**src/rtl/bundler_stream.sv**
```systemverilog
`default_nettype none
// ============================================================================
// bundler_stream : streaming per-bit majority bundler (optional threshold mode
// via BUNDLER_STREAM_THRESHOLD_EN).  Revision 1.0
// ============================================================================
module bundler_stream #(
  parameter  int MAX_HVS  = 17,
  parameter  int PAR_BITS = 10,
  localparam int CW       = $clog2(MAX_HVS + 1)
) (
  input  logic                clk,
  input  logic                rst,
  input  logic                start,
  input  logic [CW-1:0]       num_hvs,
  input  logic [PAR_BITS-1:0] tie_bits,
`ifdef BUNDLER_STREAM_THRESHOLD_EN
  input  logic [CW-1:0]       threshold,
`endif
  input  logic                in_valid,
  input  logic [PAR_BITS-1:0] in_bits,
  output logic                in_ready,
  output logic                out_valid,
  output logic [PAR_BITS-1:0] out_bits,
  input  logic                out_ready,
  output logic                busy,
  output logic                err
);

  localparam logic [1:0]    S_IDLE   = 2'd0;
  localparam logic [1:0]    S_ACCUM  = 2'd1;
  localparam logic [1:0]    S_OUTPUT = 2'd2;
  localparam logic [CW-1:0] MAX_C    = CW'(MAX_HVS);

  logic [1:0]          state;
  logic [CW-1:0]       cnt [PAR_BITS];
  logic [CW-1:0]       next_cnt [PAR_BITS];
  logic [CW-1:0]       beat_cnt;
  logic [CW-1:0]       n_lat;
  logic [PAR_BITS-1:0] result;

`ifdef BUNDLER_STREAM_THRESHOLD_EN
  logic [CW-1:0]       thr_lat;
  logic                unused_tie;
  assign unused_tie = ^tie_bits;
`else
  logic [PAR_BITS-1:0] tie_lat;
`endif

  logic n_legal, start_ok, start_bad, beat, last_beat;

  assign n_legal   = (num_hvs != '0) && (num_hvs <= MAX_C);
  assign start_ok  = (state == S_IDLE) && start && n_legal;
  assign start_bad = (state == S_IDLE) && start && !n_legal;
  assign in_ready  = (state == S_ACCUM);
  assign out_valid = (state == S_OUTPUT);
  assign busy      = (state != S_IDLE);
  assign beat      = in_valid && in_ready;
  assign last_beat = beat && ((beat_cnt + CW'(1)) == n_lat);

  // Result is formed from the counts including the final beat, so it is
  // ready to register on the same edge that enters OUTPUT.
  always_comb begin
    for (int i = 0; i < PAR_BITS; i++) begin
      next_cnt[i] = cnt[i] + CW'(in_bits[i]);
`ifdef BUNDLER_STREAM_THRESHOLD_EN
      result[i] = (next_cnt[i] >= thr_lat);
`else
      if ({next_cnt[i], 1'b0} > {1'b0, n_lat})
        result[i] = 1'b1;
      else if ({next_cnt[i], 1'b0} < {1'b0, n_lat})
        result[i] = 1'b0;
      else
        result[i] = tie_lat[i];
`endif
    end
  end

  always_ff @(posedge clk) begin
    if (rst) begin
      state    <= S_IDLE;
      beat_cnt <= '0;
      n_lat    <= '0;
      out_bits <= '0;
      err      <= 1'b0;
      for (int i = 0; i < PAR_BITS; i++) cnt[i] <= '0;
`ifdef BUNDLER_STREAM_THRESHOLD_EN
      thr_lat  <= '0;
`else
      tie_lat  <= '0;
`endif
    end else begin
      err <= start_bad;
      case (state)
        S_IDLE: begin
          if (start_ok) begin
            for (int i = 0; i < PAR_BITS; i++) cnt[i] <= '0;
            n_lat    <= num_hvs;
            beat_cnt <= '0;
`ifdef BUNDLER_STREAM_THRESHOLD_EN
            thr_lat  <= threshold;
`else
            tie_lat  <= tie_bits;
`endif
            state    <= S_ACCUM;
          end
        end
        S_ACCUM: begin
          if (beat) begin
            for (int i = 0; i < PAR_BITS; i++) cnt[i] <= next_cnt[i];
            beat_cnt <= beat_cnt + CW'(1);
            if (last_beat) begin
              out_bits <= result;
              state    <= S_OUTPUT;
            end
          end
        end
        S_OUTPUT: begin
          if (out_ready) state <= S_IDLE;
        end
        default: state <= S_IDLE;
      endcase
    end
  end

endmodule
`default_nettype wire

```
**config.mk**
```make
export PLATFORM = sky130hd
export DESIGN_NAME = bundler_stream
export DESIGN_NICKNAME = d
export VERILOG_FILES = /design/src/rtl/bundler_stream.sv
export SDC_FILE = /design/constraint.sdc
export NUM_CORES = 1
export LEC_CHECK = 0
export BUFFER_PORTS_ARGS = -buffer_cell sky130_fd_sc_hd__buf_2
export CAP_MARGIN = 10
export CELL_PAD_IN_SITES_DETAIL_PLACEMENT = 1
export CELL_PAD_IN_SITES_GLOBAL_PLACEMENT = 2
export CORE_MARGIN = 2
export CORE_UTILIZATION = 40
export CTS_CLUSTER_DIAMETER = 80
export DETAILED_ROUTE_END_ITERATION = 6
export MAX_ROUTING_LAYER = met4
export PLACE_DENSITY_LB_ADDON = 0.1
export SYNTH_ARGS = -nofsm -noshare
export SYNTH_HDL_FRONTEND = slang
export SYNTH_SLANG_ARGS = --single-unit
```
**constraint.sdc**
```tcl
create_clock -name clk -period 2.9 [get_ports clk]
set_input_delay 0.29 -clock clk [delete_from_list [all_inputs] [get_ports clk]]
set_output_delay 0.29 -clock clk [all_outputs]
set_load 0.01 [all_outputs]
```
### Word level (Yosys, flattened, before mapping)

Memories as Yosys holds them, arrays and structs flattened.
Cells that the tools add are included.

* output and inout bits: 14
* input port bits: 30
* RAM bits: 50
* register bits after elaboration: 33
* memories: 1
* logic and storage cells: 139

* reductions and logical operators: 15
* muxes and demuxes: 58
* equal/unequal tests: 7
* add/subtract/negate cells: 11
* bitwise gates (word level): 20
* order comparisons: 21

Memory list
* cnt: words 10, width 5, rd ports 10, clocked after Yosys merged registers in 0, write ports 10, RTL line 35 `logic [CW-1:0] cnt [PAR_BITS];`

Operators by type and width (number)
* 5-bit two-way mux: 22
* 6-bit by 5-bit > comparator with 1-bit output: 10
* 6-bit by 5-bit < comparator with 1-bit output: 10
* 5-bit by 1-bit adder with 5-bit output: 10
* 1-bit two-way mux: 30
* 1-bit bitwise OR: 20
* 5-bit one-hot mux with 2 select lines: 1
* 2-bit two-way mux: 4
* 1-bit logical AND: 6
* 2-bit by 1-bit inequality test with 1-bit output (second input constant): 3
* 2-bit one-hot mux with 3 select lines: 1
* 3-bit AND reduction: 2
* 5-bit by 1-bit adder with 5-bit output (second input constant): 1
* 5-bit equality test: 1
* 5-bit <= comparator (second input constant): 1
* 5-bit nonzero test: 1
* 4-bit AND reduction: 1
* 2-bit nonzero test: 2
* 2-bit by 1-bit equality test with 1-bit output (second input constant): 1
* 2-bit equality test (second input constant): 1
* 2-bit logical NOT: 1
* 2-bit inequality test (second input constant): 1
* 2-bit AND reduction: 1
* 1-bit logical NOT: 1

### Depth between registers and ports, before layout

Gate-level depths: netlist of the first run.

* depth in word-level cells: 9
* depth in mapped cells: 9
* mapped depth without buffers: 9

### Least setup slack after synthesis of the first run

OpenSTA, ideal clock, no wires.

* path kind: register to register
* start point: register state[0]
* end point: memory cnt[0][0] in the netlist's numbering (enable)
* setup time: 0.404 ns
* data required time: 2.496 ns
* arrival time: 2.101 ns
* stages on the path, launching flop included: 4
* clock period less this slack: 2.505 ns
* buffers on the path: 0
* path slack: 0.395 ns
* cell sequence: dfxtp_1 -> or3b_4 -> a211oi_4 -> or3_1

RTL lines
* start, declared: RTL line 34 `logic [1:0] state;`
* start signal, assigned: RTL line 80 `state <= S_IDLE;`
* start signal, assigned: RTL line 104 `state <= S_ACCUM;`
* start signal, assigned: RTL line 113 `state <= S_OUTPUT;`
* end, declared: RTL line 35

### Final worst setup path of the first run

* start point: register beat_cnt[0]
* end point: register out_bits[2]

* longest elaborated chain between the ends: 4

RTL lines
* start, declared: RTL line 37 `logic [CW-1:0] beat_cnt;`
* start signal, assigned: RTL line 110 `beat_cnt <= beat_cnt + CW'(1);`
* 5-bit by 1-bit adder with 5-bit output: RTL line 58 `assign last_beat = beat && ((beat_cnt + CW'(1)) == n_lat);`
* 5-bit equality test: RTL line 58
* 1-bit logical AND: RTL line 58
* 3-bit AND reduction (no line)
* end signal, assigned: RTL line 112 `out_bits <= result;`
* end, declared: RTL line 23 `output logic [PAR_BITS-1:0] out_bits,`

No other way between the ends.
A chain may end at the register's enable or synchronous reset.

==> results of run 1 <==
-- through the flow --
step           power [W]  hold WS, ps
6_report         0.00309          187
5_1_grt          0.00327          205
4_1_cts          0.00315          176
3_5_place_dp     0.00195          488
3_3_place_gp     0.00193          473
2_1_floorplan    0.00179          429
-- area by class of cell --
cell class	instances	area, sq um
Inverter	5	18.8
Timing Repair Buffer	50	280
Fill cell	1307	6380
Sequential cell	83	2160
Tap cell	147	184
Clock buffer	16	313
Multi-Input combinational cell	351	2630
-- registers in the layout, summed over array words and instances, names as in the netlist --
| register | count |
|---|---|
| beat_cnt | 5 |
| state | 2 |
| err | 1 |
| cnt | 50 |
| n_lat | 5 |
| tie_lat | 10 |
| out_bits | 10 |
-- power by group through the flow --
stage / Sequential (W) / Combinational, W / Clock [W]
final: 0.00137 / 0.000545 / 0.00117
after global routing: 0.00138 / 0.000632 / 0.00126
after CTS: 0.00137 / 0.000556 / 0.00122
after detailed placement: 0.00140 / 0.000550 / 0
after global placement: 0.00139 / 0.000530 / 0
after floorplan: 0.00139 / 0.000397 / 0
-- layout by cell type, fill, tap and decap left out, drive strengths merged --
master and n:
ha 61, nand2b 9, xnor2 17, or3 3, dfxtp 33, nand3 23, or2 2, o22a 7
and2 45, o21ai 16, nand4b 7, nand4bb 1, buf 50, edfxtp 50, inv 5, o2111ai 2
o31a 8, or3b 1, nor3 17, and4b 3, nor2 47, a21oi 22, and2b 1, mux2i 11
nand2 1, or4 1, xor2 19, nor2b 14, clkbuf 16, a211oi 4, nor3b 7, nand3b 2
-- final timing paths --
path               startpoint          end  slack, ps  cells past startpoint
setup / recovery  beat_cnt[0]  out_bits[2]        760                      7
hold / removal    tie_bits[4]   tie_lat[4]        190                      3
setup reg to reg  beat_cnt[0]  out_bits[2]        760                      7
hold reg to reg   beat_cnt[1]  beat_cnt[1]        500                      2
-- synthesized netlist by cell type (2+ instances only) --
cell type  count  area, sq um
ha_1          61          763
edfxtp_1      50         1500
nor2_1        47          176
and2_1        45          282
dfxtp_1       33          661
nand3_1       23          115
a21oi_1       22          110
xor2_1        19          166
nor3_1        17         85.1
xnor2_1       17          149
o21ai_0       16         80.1
nor2b_1       14         87.6
mux2i_1       11          110
clkbuf_1       9         33.8
nand2b_1       9         56.3
o31a_1         8         70.1
nand4b_1       7         61.3
nor3b_1        7         52.6
o22a_1         7         61.3
inv_1          5         18.8
a211oi_1       3         22.5
and4b_1        3         30.0
or3_1          3         18.8
buf_2          2         10.0
o2111ai_1      2         17.5
or2_2          2         12.5
-- worst reg2reg max path: cells and delay by family (launching register included) --
kind | cells | cell delay (ps)
compound gates | 1 | 340
xor+xnor | 1 | 150
fa+ha+maj | 1 | 290
buf+inv | 1 | 310
flops | 1 | 420
simple gates | 3 | 520
-- logic make-up (layout without fill, tap and decap cells) --
kind of cell | Yosys count | in the layout | synth area share (%)
and+or+nand+nor | 184 | 184 | 21.5
DFF | 83 | 83 | 44.3
adders and majority gates | 61 | 61 | 15.6
AOI/OAI and AO/OA | 59 | 59 | 7.82
xor gates and xnor gates | 36 | 36 | 6.46
buffers and inverters | 19 | 71 | 2.10
muxes | 11 | 11 | 2.26
-- layer usage --
layer / global-route usage, % / up-vias / share of wire [%] / routed length, microns
li1: - / 1734 / - / -
met1: 24.6 / 1657 / 48 / 5400
met2: 31.3 / 42 / 49 / 5500
met3: 2.96 / 14 / 2.2 / 249
met4: 7.64 / 0 / 1.5 / 174
met5: - / - / 0 / 0
==> run summary, run 1 <==
The number of vias per cell after detailed routing came out at 5.29. The die is 114 microns tall. Counting tap cells, the placed design contains a total of 636 instances. The number of global-route vias before repair is 3647. The synthesized design contains 83 register bits. The starting utilization of the core area came out at 40.8%. The portion of total power attributed to sequential cells came out at 44.4%. The number of antenna diodes in the final layout is 0. The number of hold buffers added after cts is 0. The buffer count from post-CTS setup fixing came out at 0. The share of the clock period used by the worst path after layout came out at 73.7%. Traced cell by cell, the critical path runs through ha_1 -> xor2_1 -> nor3_1 -> o2111ai_2 -> buf_4 -> nor3b_1 -> nor3_1.

The total non-filler cell area in the finished layout came out at 0.00559 sq mm. The number of standard cells after synthesis came out at 453. The number of buffers between clock root and the deepest sink is 2. The number of hold-slack violations in the final timing report came out at 0. The setup path with the least slack is of type reg2reg. Combinational logic is responsible for 17.6% of the overall power. Once detail routing completed, the nets flagged for antenna violations numbered 0. The clock network fraction of total power is 38.0%. The total vias in the final route is 3447.

The number of max-slew violations in the final report is 0. The utilization after layout came out at 46.7%. The highest fanout seen on the critical path is 14. In this run, CTS created clock tree buffers numbering 9. The post-placement cell area is 0.00527 sq mm. For this run, the leading register cell type out of synthesis is edfxtp_1.

The share of the yosys chip area belonging to registers is 44.3%. The combined area of all synthesized cells came out at 0.00488 sq mm. The routability congestion estimate from global placement is 0.761. The number of remaining DRC errors is 0. The core region area came out at 0.0120 sq mm. The total half-perimeter wirelength after legalization and detailed placement is 7950 microns. The clock network latency to the later pin of the worst-skew pair is 340 ps.

The number of enable flip-flop cells after synthesis is 50. The total of endpoints with negative setup slack in the final report is 0. The number of nets in the layout is 591.

The delay of the slowest cell on the worst path is 420 ps. The count of cell types in the netlist is 37. The number of synthesis warnings is 0. Setup repair after global routing left no endpoint under its margin. The x dimension of the die is 114 microns. The average cell area after synthesis came out at 10.8 sq um. The I/O pin count is 44. The largest net degree at the start of global routing came out at 44.

The max-cap check violation count came out at 0. The run finished with clean final reports. The root buffer cell chosen for the clock tree is clkbuf_16. The relative area change from synthesis to final layout came out at 14.4%. STA puts the critical path data required time at 3120 ps. The clock tree skew after final layout came out at 7.96 ps. The total wire length after detailed routing came out at 11300 microns. The level count of the clock H-tree is 3. The kind of cell adding the most delay to the critical path is simple AND/OR/NAND/NOR gates. The fmax came out at 468 MHz. The count of cells resized by post-cts repair came out at 0. Dividing total power by cell area gives a power density of 554 mW/mm^2. The total number of clock tree sinks came out at 83. The post-route netlist has 14.5% of its cells at a drive strength greater than 1. The worst vdd rail ir drop is 0.309 mV. On the critical path, the stage with the largest delay is an instance of dfxtp_1. The number of rows in the core area is 40. The fraction of registers with async set or reset after synthesis is 0%. The global router's overall resource usage is 19.4%.

STA classifies the critical path endpoint as a flop. The clock period minus final worst setup slack came out at 2140 ps. For the pin with the worst max-slew slack, the measured transition is 626 ps. The count of input and output buffers came out at 43. The first-pass detailed-route iteration total is 4. The setup slack of the critical path after layout came out at 763 ps.

The clock edge transition at the registers on the reported setup and hold paths came out at 60 ps. The number of antenna violations at the first check in global routing came out at 0. TritonCTS built the clock tree. Excluding fillers, the count of instances in the completed layout stands at 652. The number of design-rule violations left by the first detailed-router iteration came out at 100. The switching power share of the total came out at 25.5%. The critical path launch point type is a flop. The static leakage is 2.31 nW. The net switching power figure came out at 0.000788 W. By instance count, the cell type seen most on the critical path is nor3_1. The data arrival time at the worst-slack endpoint came out at 2360 ps. Dividing the detail-routed wire length by the instance count gives 17.4 microns.

The worst relative slew slack is 58.2%. The total negative slack for setup checks came out at 0 ps. The first global-routing pass estimated 18700 microns of wire. Prior to clock tree synthesis, the placed netlist has a worst setup slack of 779 ps. The internal power of the cells is 0.00230 W. The synthesized net count came out at 544. The worst min-delay path class is in2reg. The buffering stage count on the worst path with inverters included came out at 1. The leftover overflow at the end of global routing came out at 0. The total die area is 0.0131 sq mm.
Note: power is estimated with default switching activity, not from simulation.
==> run 2, diff against run 1 <==
Settings changed: ABC_AREA set to 1, CORE_UTILIZATION 40 to 33.
Clock period 2.9 ns to 1.8 ns, I/O delays scaled along.
==> run summary, run 2 <==
Leaving out fill and tap cells, the most frequent cells in the layout are nand2_1 (97), inv_1 (85), nor2_1 (79). The x dimension of the die came out at 127 microns (+11%). The chip height is 127 microns (+11%).

Grouping stages by cell kind, the critical path spends the most delay in adder cells. Among all flip-flop cells after synthesis, the most frequent one is edfxtp_1. The synthesized net count is 699 (+28%). The total number of clock tree sinks is 83 (unchanged). The number of global-route vias before repair is 4590 (+26%). The clock tree skew after final layout came out at 6.34 ps (-1.62 ps). The synthesized design spends more area on one cell type than any other, namely edfxtp_1. The total vias in the final route is 4295 (+25%). The worst min-delay path class is in2reg. The count of antenna diodes in the layout is 0 (unchanged). The clock tree from TritonCTS is done. The share of the yosys chip area belonging to registers is 43.5% (-0.75 points). cnt holds more flip-flops than any other register. The pre-CTS worst setup slack came to -236 ps (-1010 ps).

The share of the synthesized area in the top cell type is 30.2% (-0.52 points). The length of routed met2 wiring came to 6950 microns (+26%). The slew at the pin with the worst max-slew slack came out at 369 ps (-257 ps).

The average cell area after synthesis came out at 8.17 sq um (-24%). The routed length on met1 came to 6360 microns (+18%). The largest net degree at the start of global routing came out at 51 (+16%). The utilization after layout came to 46.9% (+0.18 points). The average wire per cell in the routed design came out at 15.3 microns (-12%). The starting utilization of the core area came to 33.9% (-6.9 points). The buffering stage count on the worst path with inverters included is 2 (+1). The setup slack of the critical path after layout came out at -110 ps (-873 ps). The fmax came out at 524 MHz (+12%). The count of input and output buffers is 43 (unchanged).

The first-pass GRT wire length came out at 22500 microns (+20%). The worst setup path is launched from a flop. The total wire length after detailed routing was 13800 microns (+22%).

The number of flip-flops under the largest register name is 50 (unchanged). The most numerous cell on the critical path is nand2_1. In the post-synthesis netlist, the biggest area contributors are edfxtp_1 (30%), ha_1 (15%), dfxtp_1 (13%). STA classifies the critical path endpoint as a flop. The worst relative slew slack came to 75.1% (+17 points).

The clock network latency to the later pin of the worst-skew pair is 340 ps (about the same). The total die area is 0.0160 sq mm (+22%). The largest registers in the layout are cnt x50, out_bits x10, tie_lat x10. The number of rows in the core area came out at 44 (+10%).

The detailed router used layers up to and including met4. The most common cell after layout, fill and taps aside is nand2_1. The share of final-layout standard cells stronger than drive strength 1 is 31.6% (+17 points).

The max-cap check violation count is 0 (unchanged). The number of design-rule violations left by the first detailed-router iteration is 94 (-6.0%). The data arrival time at the worst-slack endpoint is 2150 ps (-210 ps). The level count of the clock H-tree came out at 3 (unchanged). The final reports fail on negative setup slack.

The share of the clock period used by the worst path after layout came out at 106% (+32 points). Setup repair after global routing could not meet its margin everywhere. The total of endpoints with negative setup slack in the final report came out at 9 (+9).

The number of remaining DRC errors is 0 (unchanged). The count of cell types in the netlist came out at 21 (-43%). For this design, the slowest cell found on the critical path is edfxtp_1. The data required time of the worst path is 2040 ps (-1080 ps).

The global router's overall resource usage came to 18.3% (-1.1 points). The signal on the critical path passes through ha_2 -> ha_4 -> nand2_1 -> inv_1 -> nor2_2 -> ha_1 -> nand2_1 -> inv_1 -> nand2_1 -> nand2_1 -> a21oi_2 -> o21ai_1 -> nor2_1 -> nor2_1. The clock edge transition at the registers on the reported setup and hold paths is 60 ps (about the same). The number of antenna violations at the first check in global routing came out at 0 (unchanged). The first-pass detailed-route iteration total was 4 (unchanged). The static leakage came out at 3.13 nW (+35%). The number of buffers between clock root and the deepest sink was 2 (unchanged). By count the netlist is led by nand2_1 (117), nor2_1 (99), inv_1 (97), ha_1 (61), edfxtp_1 (50). The power per cell area was 793 mW/mm^2 (+43%). The core region area came out at 0.0146 sq mm (+22%).

The fraction of registers with async set or reset after synthesis is 0% (unchanged). The total of flip-flops plus latches after synthesis came out at 83 (unchanged). The clock period minus final worst setup slack came out at 1910 ps (-227 ps). The amount of wire on met3 after detailed routing is 241 microns (-3.2%). The number of vias per cell after detailed routing came out at 4.76 (-10%). The I/O pin count came out at 44 (unchanged).

The flow ran to the end, but the final reports show violations. The relative area change from synthesis to final layout came out at 38.2%. The number of inserted filler cells in the final layout is 1698 (+30%). The combined area of all synthesized cells was 0.00497 sq mm (+1.7%).

The setup path with the least slack is of type reg2reg. The total half-perimeter wirelength after legalization and detailed placement is 9180 microns (+15%). The number of hold-slack violations in the final timing report was 0 (unchanged). The highest fanout seen on the critical path came out at 2 (-12).

The cell sitting at the root of the clock tree is a clkbuf_16. The routability congestion estimate from global placement came out at 0.795 (+4.4%). The multi-input gate area in the final layout is 0.00300 sq mm (+14%).

The count of nets left with antenna violations after detail routing came out at 0 (unchanged). The most common cell in the synthesized netlist is nand2_1. The delay of the slowest cell on the worst path is 380 ps (-40 ps). The number of nets in the layout is 805 (+36%).

The worst vdd rail ir drop came out at 0.412 mV (+33%). The number of standard cells after synthesis is 608 (+34%). The leftover overflow at the end of global routing came out at 0 (unchanged).

The number of synthesis warnings came out at 0 (unchanged). The number of max-slew violations in the final report was 0 (unchanged). The number of clock buffers inserted by TritonCTS is 9 (unchanged).

The number of enable flip-flop cells after synthesis is 50 (unchanged). The footprint of the flip-flops and latches is 0.00216 sq mm (unchanged).
## run 2: cell count changes in the layout (fill, tap and decap cells not counted), sizes merged, moves of 8 or more
| cell | delta |
|---|---|
| xnor2 | -12 |
| a21oi | +14 |
| nand2b | -9 |
| inv | +93 |
| nor2b | -14 |
| nor2 | +52 |
| o31a | -8 |
| nand4 | +13 |
| o21ai | +13 |
| and2 | -45 |
| mux2i | -11 |
| nand2 | +116 |
| buf | +59 |
## run 2: worst paths after layout
check / slack [ps] / cells past startpoint / from / endpoint
setup / recovery: -110 / 14 / cnt[3][0] / out_bits[3]
hold / removal: 90 / 3 / tie_bits[9] / tie_lat[9]
setup reg to reg: -110 / 14 / cnt[3][0] / out_bits[3]
hold reg to reg: 460 / 2 / tie_lat[4] / tie_lat[4]
## run 2: cell type report
cell class,instances,share of cell area (%)
Multi-Input combinational cell,413,43.7
Inverter,98,5.40
Clock inverter,3,0.201
Sequential cell,83,31.5
Tap cell,184,3.35
Clock buffer,13,3.79
Timing Repair Buffer,109,12.0
## run 2: stage by stage
stage          setup TNS [ps]  power (W)  instance area, sq um  hold WS (ps)  cells
5_1_grt                 -1840    0.00579                  6860           117    903
2_1_floorplan               0    0.00295                  4970           249    608
3_3_place_gp            -1020    0.00331                  5800           429    866
3_5_place_dp            -1650    0.00336                  5800           442    866
4_1_cts                 -1140    0.00529                  6410          80.0    897
6_report                 -586    0.00544                  6860          86.3    903
## run 2: layer usage
| layer | GRT usage, % | up-vias |
|---|---|---|
| li1 | - | 2189 |
| met1 | 22.6 | 2052 |
| met2 | 31.4 | 40 |
| met3 | 2.40 | 14 |
| met4 | 5.95 | 0 |
| met5 | - | - |
## run 2: timing repair
action / CTS / global route
pin swaps: 61 / 64
endpoints found under the hold margin: 0 / 0
buffers inserted: 15 / 7
setup endpoints to repair: 10 / 12
hold buffers: 0 / 0
gates resized for setup: 74 / 75
## run 2: cell families (layout without fill, tap and decap cells)
kind of cell | Yosys count | in the layout | share of synthesized area [%]
AND/OR/NAND/NOR | 265 | 265 | 21.7
AO/OA/AOI/OAI | 66 | 66 | 6.78
XOR/XNOR | 21 | 21 | 3.70
flip-flops | 83 | 83 | 43.5
buffers and inverters | 112 | 223 | 8.87
adder cells (fa/ha/maj) | 61 | 61 | 15.4
## run 2: worst register-to-register path: cells and delay by family (launching register included)
family / cells / cell delay [ps]
compound gates: 2 / 200
buf+inv: 2 / 110
simple gates: 7 / 480
fa+ha+maj: 3 / 620
flops: 1 / 380
## run 2: report_power, final
| part | total, W | switching [W] | internal [W] |
|---|---|---|---|
| clock | 0.00177 | 0.000771 | 0.00100 |
| sequential | 0.00225 | 0.0000953 | 0.00215 |
| combinational | 0.00142 | 0.000750 | 0.000675 |
==> run 3, diff against run 2 <==
Settings changed: SETUP_SLACK_MARGIN set to 0.2, SLEW_MARGIN set to 20.
==> run summary, run 3 (synthesis gave the netlist of run 2 again) <==
The flow ran to the end, but the final reports show violations. The final reports fail on negative setup slack. The clock network latency to the later pin of the worst-skew pair is 350 ps (about the same). The number of placed instances, taps included came out at 863 (-0.35%). The net switching power figure came to 0.00168 W (+3.9%).

The clock tree skew after final layout came out at 8.82 ps (+2.47 ps). The combinational group share of total power came out at 26.9% (+0.7 points). The number of max-slew violations in the final report came out at 0 (unchanged). The number of inserted filler cells in the final layout is 1697 (-0.059%). The worst relative slew slack came out at 77.1% (+2.0 points). The setup slack of the critical path after layout is -128 ps (-18.6 ps). The count of nets left with antenna violations after detail routing came out at 0 (unchanged). The data required time of the worst path is 2040 ps (about the same).

The internal power of the cells came out at 0.00382 W (-0.30%). The clock period minus final worst setup slack is 1930 ps (+18.6 ps). The highest fanout seen on the critical path came out at 3 (+1).

The first-pass detailed-route iteration total is 4 (unchanged). The level count of the clock H-tree is 3 (unchanged). The slack of the worst reg-to-reg path came out at -130 ps (-20 ps). Ranked by flip-flop count, first place goes to cnt.

In the layout the commonest cells are inv_1 (81), nand2_1 (80), nor2_1 (76). The number of global-route vias before repair is 4457 (-2.9%). The share of the clock period used by the worst path after layout came out at 107% (+1.0 points). The I/O pin count came out at 44 (unchanged).

The x dimension of the die came out at 127 microns (unchanged). The total of endpoints with negative setup slack in the final report is 10 (+1). The static leakage came out at 3.24 nW (+3.7%). The share of final-layout standard cells stronger than drive strength 1 is 37.4% (+5.8 points). The largest net degree at the start of global routing came out at 30 (-41%).

The number of remaining DRC errors was 0 (unchanged). The number of hold-slack violations in the final timing report came out at 0 (unchanged). The fmax is 519 MHz (-0.96%). The average wire per cell in the routed design is 16.1 microns (+5.7%). The largest registers in the layout are cnt x50, out_bits x10, tie_lat x10. The number of hold buffers added after cts is 0 (unchanged).

The critical path in this run is classified as reg2reg. The core region area is 0.0146 sq mm (unchanged). The total wire length after detailed routing is 14500 microns (+5.5%). The count of input and output buffers came to 43 (unchanged). The first-pass GRT wire length is 22200 microns (-1.0%). The total non-filler cell area in the finished layout is 0.00716 sq mm (+4.4%). The number of flip-flops under the largest register name is 50 (unchanged). The endpoint identified for the worst register-to-register timing path is out_bits[1].

The routed length on met1 came to 6630 microns (+4.3%). Tracing the worst setup path back leads to its startpoint at cnt[1][0]. The switching power share of the total is 30.5% (+0.87 points).

The root buffer cell chosen for the clock tree is clkbuf_16. The utilization after layout came out at 48.9% (+2.1 points). Relative to the synthesized area, the layout overhead comes to 44.3%.

The total die area is 0.0160 sq mm (unchanged). Setup repair after global routing could not meet its margin everywhere. The amount of wire on met3 after detailed routing is 289 microns (+20%). The max-cap check violation count came out at 0 (unchanged). The starting utilization of the core area came out at 33.9% (unchanged).

TritonCTS built the clock tree. The global router's overall resource usage came out at 18.2% (-0.11 points). The data arrival time at the worst-slack endpoint is 2170 ps (+20 ps). The number of nets in the layout came out at 803 (-0.25%). The total number of clock tree sinks came out at 83 (unchanged). The critical path launch point type is a flop.

The kind of end point of the critical path is a flop. The routability congestion estimate from global placement came out at 0.760 (-4.4%). The slew at the pin with the worst max-slew slack came out at 340 ps (-29.7 ps). The number of design-rule violations left by the first detailed-router iteration is 148 (+57%). The portion of total power attributed to sequential cells came out at 41.2% (about the same).

The length of routed met2 wiring is 7340 microns (+5.7%). The most common cell after layout, fill and taps aside is inv_1. The total vias in the final route is 4352 (+1.3%). The worst register-to-register path begins at cnt[1][0]. The number of clock buffers inserted by TritonCTS is 9 (unchanged). The clock edge transition at the registers on the reported setup and hold paths is 60 ps (about the same). The clock network fraction of total power came out at 31.9% (-0.7 points). The number of cells traversed by the worst register-to-register path is 12 (-2). The post-placement cell area is 0.00583 sq mm (+0.56%). The min-delay analysis places its worst path in the category in2reg. The number of antenna violations at the first check in global routing is 0 (unchanged).

The total half-perimeter wirelength after legalization and detailed placement is 9650 microns (+5.1%). The critical path ends at out_bits[1]. The chip height was 127 microns (unchanged).

The final hold slack is 90.0 ps (+3.66 ps). The number of rows in the core area is 44 (unchanged). The number of non-filler instances in the completed layout came out at 901 (-0.22%). The leftover overflow at the end of global routing was 0 (unchanged). The power after layout came out at 0.00550 W (+0.94%).

The count of antenna diodes in the layout is 0 (unchanged). The worst vdd rail ir drop is 0.495 mV (+20%). The number of vias per cell after detailed routing is 4.83 (+1.6%). The topmost layer with routed signal wires is met4. The number of buffers between clock root and the deepest sink is 2 (unchanged).

The power per cell area is 767 mW/mm^2 (-3.3%).
run 3: power by group through the flow:
stage	sequential (W)	combinational, W	clock (W)
4_1_cts	0.00224	0.00121	0.00181
3_5_place_dp	0.00226	0.00112	0
6_report	0.00227	0.00148	0.00175
3_3_place_gp	0.00226	0.00107	0
2_1_floorplan	0.00225	0.000721	0
5_1_grt	0.00228	0.00167	0.00188
run 3: worst min path at each step:
stage,start,endpoint,depth (start not counted)
6_report,rst,state[0],2
3_3_place_gp,tie_bits[7],tie_lat[7],3
2_1_floorplan,rst,n_lat[4],1
4_1_cts,rst,state[0],2
5_1_grt,rst,state[1],2
3_5_place_dp,tie_lat[4],tie_lat[4],2
run 3: final cells by class:
class                      count  area [sq um]  share of cell area, %
multi-input combinational    413          3250                   45.4
sequential                    83          2170                   30.2
timing repair buffer         107           885                   12.3
inverter                      98           368                   5.13
clock buffer                  13           250                   3.49
tap                          184           230                   3.21
clock inverter                 3          15.0                  0.210
run 3: worst max-delay path, cell delays in order, from the launching register on:
cell      delay [ps]
edfxtp_1         410
ha_4             190
ha_4             170
nand2_2           70
inv_2             50
nor2_4           120
ha_4             220
a21oi_2          160
nand2_2           70
a21oi_2          130
o21ai_1           80
nor2_1           100
nor2_1            40
run 3: metrics by stage:
| step | TNS [ps] | worst slack [ps] |
|---|---|---|
| after floorplan | 0 | 13.5 |
| after global placement | -897 | -168 |
| after detailed placement | -1580 | -212 |
| after CTS | -1060 | -179 |
| after global routing | -2040 | -289 |
| final | -722 | -128 |
run 3: layer usage:
layer | global-route usage, % | vias to the layer above
li1 | - | 2177
met1 | 23.2 | 2112
met2 | 30.4 | 48
met3 | 2.28 | 15
met4 | 6.01 | 0
met5 | - | -
run 3: timing repair:
item,in CTS,in global routing
pin swaps,64,89
gates cloned,0,3
setup buffers,9,10
resized for setup,51,139
endpoints found under the setup margin,66,97
